## src/rtl/sec_encoder_cyclic_52bits_clk.sv

```systemverilog
// Bit-serial systematic encoder for the shortened cyclic Hamming code g(x)=x^9+x^4+1.
// Data is shifted MSB first through a 9-bit LFSR; the codeword is held until taken.
module sec_encoder_cyclic_52bits_clk #(
  parameter int unsigned DATA_BITS = 52,
  parameter int unsigned PAR_BITS  = 9,
  parameter logic [PAR_BITS-1:0] GEN_POLY = 9'h011,
  localparam int unsigned W_BITS   = DATA_BITS + PAR_BITS
) (
  input  logic                 clk,
  input  logic                 rst_n,
  input  logic                 in_valid,
  output logic                 in_ready,
  input  logic [DATA_BITS-1:0] D,
  output logic                 out_valid,
  input  logic                 out_ready,
  output logic [W_BITS-1:0]    W,
  output logic                 busy,
  output logic [1:0]           fsm_state
);

  // Handshakes: a transfer happens on a rising edge where valid && ready are both high;
  // valid never depends on ready, and the payload is stable while valid is high.

  typedef enum logic [1:0] {
    IDLE  = 2'd0,
    SHIFT = 2'd1,
    DONE  = 2'd2
  } state_t;

  localparam logic [5:0] LAST = 6'(DATA_BITS - 1);

  state_t                state;
  logic [DATA_BITS-1:0]  data;
  logic [PAR_BITS-1:0]   lfsr;
  logic [PAR_BITS-1:0]   lfsr_next;
  logic [5:0]            cnt;
  logic [5:0]            idx;
  logic                  fb;
  logic [W_BITS-1:0]     code;
  logic                  out_valid_r;

  // cnt walks 0..DATA_BITS-1, so the bit index walks MSB down to LSB.
  assign idx = LAST - cnt;

  always_comb begin
    fb        = data[idx] ^ lfsr[PAR_BITS-1];
    lfsr_next = {lfsr[PAR_BITS-2:0], 1'b0} ^ (fb ? GEN_POLY : '0);
  end

  always_ff @(posedge clk) begin
    if (!rst_n) begin
      state       <= IDLE;
      data        <= '0;
      lfsr        <= '0;
      cnt         <= '0;
      code        <= '0;
      out_valid_r <= 1'b0;
    end else begin
      case (state)
        IDLE: begin
          if (in_valid) begin
            data  <= D;
            lfsr  <= '0;
            cnt   <= '0;
            state <= SHIFT;
          end
        end
        SHIFT: begin
          lfsr <= lfsr_next;
          cnt  <= cnt + 6'd1;
          if (cnt == LAST) begin
            code        <= {data, lfsr_next};
            out_valid_r <= 1'b1;
            state       <= DONE;
          end
        end
        DONE: begin
          if (out_ready) begin
            out_valid_r <= 1'b0;
            state       <= IDLE;
          end
        end
        default: state <= IDLE;
      endcase
    end
  end

  assign in_ready  = (state == IDLE);
  assign busy      = (state != IDLE);
  assign out_valid = out_valid_r;
  assign W         = code;
  assign fsm_state = state;

endmodule
```

## config.mk

```make
export PLATFORM = sky130hd
export DESIGN_NAME = sec_encoder_cyclic_52bits_clk
export DESIGN_NICKNAME = d
export VERILOG_FILES = /design/src/rtl/sec_encoder_cyclic_52bits_clk.sv
export SDC_FILE = /design/constraint.sdc
export NUM_CORES = 1
export LEC_CHECK = 0
export ABC_AREA = 1
export CAP_MARGIN = 20
export CORE_MARGIN = 1.5
export CORE_UTILIZATION = 53
export CTS_CLUSTER_DIAMETER = 30
export DETAILED_ROUTE_END_ITERATION = 12
export PLACE_DENSITY_LB_ADDON = 0.2
export RECOVER_POWER = 25
export SLEW_MARGIN = 15
export SYNTH_ARGS = -nofsm -noshare
export SYNTH_HDL_FRONTEND = slang
export SYNTH_SLANG_ARGS = --single-unit
```

## constraint.sdc

```tcl
create_clock -name clk -period 4.79 [get_ports clk]
set_input_delay 1.1975 -clock clk [delete_from_list [all_inputs] [get_ports clk]]
set_output_delay 1.1975 -clock clk [all_outputs]
set_load 0.01 [all_outputs]
```

# Word-level counts from Yosys, hierarchy flattened
# Index checks and enable logic that the tools add are counted.
[totals] word_cells=40 output_inout_bits=66 input_bits=56 regBits=131
[op_classes] reduce_logical=9 eq_ne=6 mux=14 bitwise=2 order_cmp=1 add_sub_neg=2
[ops] cell="9-bit case mux with 2 select lines" n=1
[ops] cell="6-bit case mux with 2 select lines" n=1
[ops] cell="9-bit two-way mux" n=1
[ops] cell="9-bit by 5-bit XOR with 9-bit output" n=1
[ops] cell="6-bit by 7-bit less-than comparator with 1-bit output, second input constant" n=1
[ops] cell="6-bit by 1-bit adder with 6-bit output, second input constant" n=1
[ops] cell="1-bit binary-select mux with 6-bit select" n=1
[ops] cell="6-bit equality test, second input constant" n=1
[ops] cell="2-bit two-way mux" n=3
[ops] cell="6-bit two-way mux" n=1
[ops] cell="2-bit != test, second input constant" n=3
[ops] cell="2-bit case mux with 3 select lines" n=1
[ops] cell="2-bit AND reduction" n=3
[ops] cell="3-bit AND reduction" n=2
[ops] cell="2-bit nonzero test" n=3
[ops] cell="6-bit subtractor, first input constant" n=1
[ops] cell="5-bit two-way mux" n=1
[ops] cell="1-bit two-way mux" n=3
[ops] cell="2-bit by 1-bit equality test with 1-bit output, second input constant" n=1
[ops] cell="2-bit equality test, second input constant" n=1
[ops] cell="2-bit zero test" n=1
[ops] cell="1-bit case mux with 2 select lines" n=1
[ops] cell="1-bit XOR" n=1

# Longest topological paths before layout
[depth] ltp_word=7 depth_mapped=17 mapped_depth_nobuf=17

# Worst setup path after synthesis
# Ideal clock, no wire load.
[synth_path] kind="input -> register" startpoint="in in_valid" endpoint="reg lfsr[0]" stages=6 n_path_buf=1 arrival_time_ns=2.026 required_ns=4.720 setup_time_ns=0.070 path_slack_ns=2.694 path_cell_list="nand2_1 inv_1 nor2_1 clkbuf_1 nand2_1 a21oi_1"
[synth_via] elab_chain_len=2
[synth_rtl] element="start, declared" line="11" text="input logic in_valid,"
[synth_rtl] element="2-bit != test (no source line)"
[synth_rtl] element="2-bit AND reduction (no source line)"
[synth_rtl] element="end signal, assigned" line="69" text="lfsr <= lfsr_next;"
[synth_rtl] element="end, declared" line="34" text="logic [PAR_BITS-1:0] lfsr;"
# No other way between the ends.
# A chain may end at the register's enable or synchronous reset.

# Worst setup path after layout
[layout_path] startpoint="reg state[1], in the netlist fsm_state[1]" endpoint="out in_ready"
[layout_via] elab_chain_len=1
[layout_rtl] element="start, declared" line="32" text="state_t state;"
[layout_rtl] element="start signal, assigned" line="52" text="state <= IDLE;"
[layout_rtl] element="start signal, assigned" line="65" text="state <= SHIFT;"
[layout_rtl] element="start signal, assigned" line="74" text="state <= DONE;"
[layout_rtl] element="2-bit zero test" line="88" text="assign in_ready = (state == IDLE);"
[layout_rtl] element="end, declared" line="12" text="output logic in_ready,"
# No other way between the ends.

==> run_results.csv <==
group,metric,value,unit
run_status,status,"completed",
routing,antenna_left,0,
setup_path,crit_type,"flip-flop to output port",
routing,vias,5009,
logic_synthesis,synth_xor_area_frac,0.001702,
final_layout,drive_gt1_frac,0.05521,
setup_path,slowest_delay,0.58,ns
timing,relSlewSlack,0.4121,
floorplanning,die_y,101.5,µm
routing,drcViolationCount,0,
clock_network,cts_buffers,17,
floorplanning,design.die.area,10310,µm²
logic_synthesis,yosysWarnings,0,
floorplanning,ioPinCount,122,
logic_synthesis,avgSynthCellArea,7.308,µm²
timing,setup_viol,0,
setup_path,critical_path_required,3.59,ns
setup_path,cp_max_fo,5,
setup_path,cp_slowest_cell,"clkdlybuf4s50_1",
routing,initialDrtViolationCount,291,
setup_path,r2r_slack,1.95,ns
routing,route.detailed.wl_per_inst,14.19,µm
logic_synthesis,synth-compound-area-share,0.1899,
logic_synthesis,synth_cell_types,24,
final_layout,area_growth,35.99,%
floorplanning,initial_core_util,0.5516,
power,ir_drop,0.0002523,V
routing,wl,13400,µm
floorplanning,die_w,101.5,µm
power,p_leak,2.730,nW
setup_path,r2r_cells,8,
logic_synthesis,synth-async-reset-ratio,0,
timing,hold_viol,0,
clock_network,cts_buffer_depth,2,
floorplanning,num_rows,35,
final_layout,fillers,721,
clock_network,clock_latency,0.52,ns
setup_path,rr_startpoint,"cnt[1]",
clock_network,cts_tree,"built",
setup_path,endpoint_kind,"output port",
flow_run,maxCapViolations,0,
final_layout,n_antenna_cell,0,
routing,dr.pass1.iters,5,
timing,maxClockFrequency,349.2,MHz
logic_synthesis,yosys_most_used_dff,"dfxtp_1",
timing,rsz0062_at_grt,"false",
clock_network,path_clk_slew,0.06,ns
placed_design,gp_congestion,0.8519,
clock_network,postCtsHoldBufs,0,
power,power.density,397.3,nW/µm²
routing,viasPerCell,5.306,
timing,min_period_over_period,0.5979,
global_route,grt_usage,0.2715,
clock_network,h-tree-depth,4,
setup_path,startpoint,"fsm_state[1]",
timing,clock_skew,0.008114,ns
global_route,antenna_found_initial,0,
global_route,grt_first_pass_wirelength,22210,µm
logic_synthesis,netlist_area,5145,µm²
setup_path,worstReg2RegEnd,"W[29]",
logic_synthesis,synth_top_family_by_area,"simple AND/OR/NAND/NOR gates",
global_route,gr-total-overflow,0,
logic_synthesis,synthMuxAreaShare,0,
clock_network,cts_root_buf,"clkbuf_8",
timing,drv_slew,0,
logic_synthesis,synth-adder-area-share,0.007296,
timing,tightest_slew,0.8819,ns
clock_network,post_cts_buffers,0,
global_route,grt_max_degree,79,
clock_network,cts_resized,0,
placed_design,portBuffers,121,
final_layout,fin_nets,862,
timing,period_needed,2.864,ns
hold_path,holdCritPathClass,"flip-flop to flip-flop",
setup_path,start_kind,"flip-flop",
logic_synthesis,ys_ff_latch,131,
placed_design,hpwl,8478,µm
logic_synthesis,synth-edff-count,0,
logic_synthesis,synth_seq_area_share,0.5097,
logic_synthesis,synth_nets,763,
setup_path,crit_arrival,1.67,ns
logic_synthesis,netlist_instances,704,
global_route,grt_pass1_vias,4923,
clock_network,clock_sinks,131,
setup_path,path_cells,"nor2_1 -> clkdlybuf4s50_1",
timing,fin_setup_tns,0,ns
logic_synthesis,yosys.area_share.simple,0.2230,
floorplanning,core-area,9328,µm²
setup_path,critPathCapture,"in_ready",
timing,hold_ws,0.4725,ns
## layout by cell type, fill, tap and decap left out, drive strengths merged
master / count
nor2: 168
dfxtp: 131
o21ai: 122
clkdlybuf4s50: 119
nand2: 84
a21oi: 64
inv: 41
nand3: 34
clkbuf: 19
buf: 7
bufinv: 5
clkinv: 5
a211oi: 3
ha: 3
o211ai: 2
clkinvlp: 2
xor2: 1
or2: 1
a221oi: 1
nand3b: 1
nor3: 1
dlygate4sd3: 1
## state kept, by name (all words and copies together) (netlist names)
name       flops
out_valid      1
data          52
fsm_state      2
lfsr           9
W             61
cnt            6
## layer usage
| layer | vias to the layer above | GRT usage | share of wire |
|---|---|---|---|
| li1 | 2499 | - | - |
| met1 | 2305 | 0.3239 | 0.42 |
| met2 | 193 | 0.4800 | 0.51 |
| met3 | 12 | 0.06901 | 0.056 |
| met4 | 0 | 0.08226 | 0.0078 |
| met5 | - | 0 | 0 |
## worst min path at each step
stage | start | end | slack [ns] | cells after the start
floorplan | cnt[5] | cnt[5] | 0.44 | 1
global placement | cnt[5] | cnt[5] | 0.46 | 1
detailed placement | cnt[5] | cnt[5] | 0.46 | 1
CTS | data[24] | W[33] | 0.47 | 2
global route | cnt[5] | cnt[5] | 0.50 | 1
finish | data[24] | W[33] | 0.47 | 2
## through the flow
step,utilization,power [W],setup slack [ns],cells,cell area (µm²)
finish,0.7501,0.002780,1.926,944,6997
floorplan,-,0.001319,2.694,704,5145
global placement,0.6821,0.001401,1.847,913,6362
CTS,0.7504,0.002786,1.882,944,6999
global route,0.7501,0.002869,1.688,944,6997
detailed placement,0.6821,0.001408,1.714,913,6362
## cell type report
cell class                      count  area (µm²)  share of cell area
Multi-Input combinational cell    485        2171              0.3103
Inverter                           41       153.9             0.02200
Sequential cell                   131        2623              0.3748
Clock buffer                       19       431.7             0.06170
Timing Repair Buffer              127        1251              0.1788
Clock inverter                     12       205.2             0.02933
Tap cell                          129       161.4             0.02307
## cells in the mapped netlist (2+ instances only)
library cell | number | area (µm²)
nor2_1 | 167 | 626.9
nand2_1 | 84 | 315.3
a211oi_1 | 3 | 22.52
inv_2 | 3 | 11.26
inv_1 | 37 | 138.9
ha_1 | 3 | 37.54
dfxtp_1 | 131 | 2623
clkbuf_1 | 31 | 116.4
o21ai_1 | 9 | 45.04
buf_2 | 14 | 70.07
nand3_2 | 2 | 20.02
o21ai_0 | 113 | 565.5
a21oi_1 | 64 | 320.3
o211ai_1 | 2 | 15.01
nand3_1 | 32 | 160.2
## where the power goes
part / switching, W / internal [W]
clock network: 0.000477 / 0.000911
registers: 0.0000240 / 0.00113
logic: 0.000140 / 0.0000975
total: 0.000640 / 0.00214
## worst max-delay path, delay by kind of cell (launching register included)
family                 cells  cell delay [ns]
buffers and inverters      1             0.58
DFF                        1             0.35
and+or+nand+nor            1             0.22
## logic make-up after synthesis
| logic type | count (synthesis) |
|---|---|
| adders and majority gates | 3 |
| DFF | 131 |
| xor gates and xnor gates | 1 |
| AOI/OAI and AO/OA | 192 |
| buffers and inverters | 88 |
| and+or+nand+nor | 289 |
No activity file was read; power rests on OpenSTA's default activity.
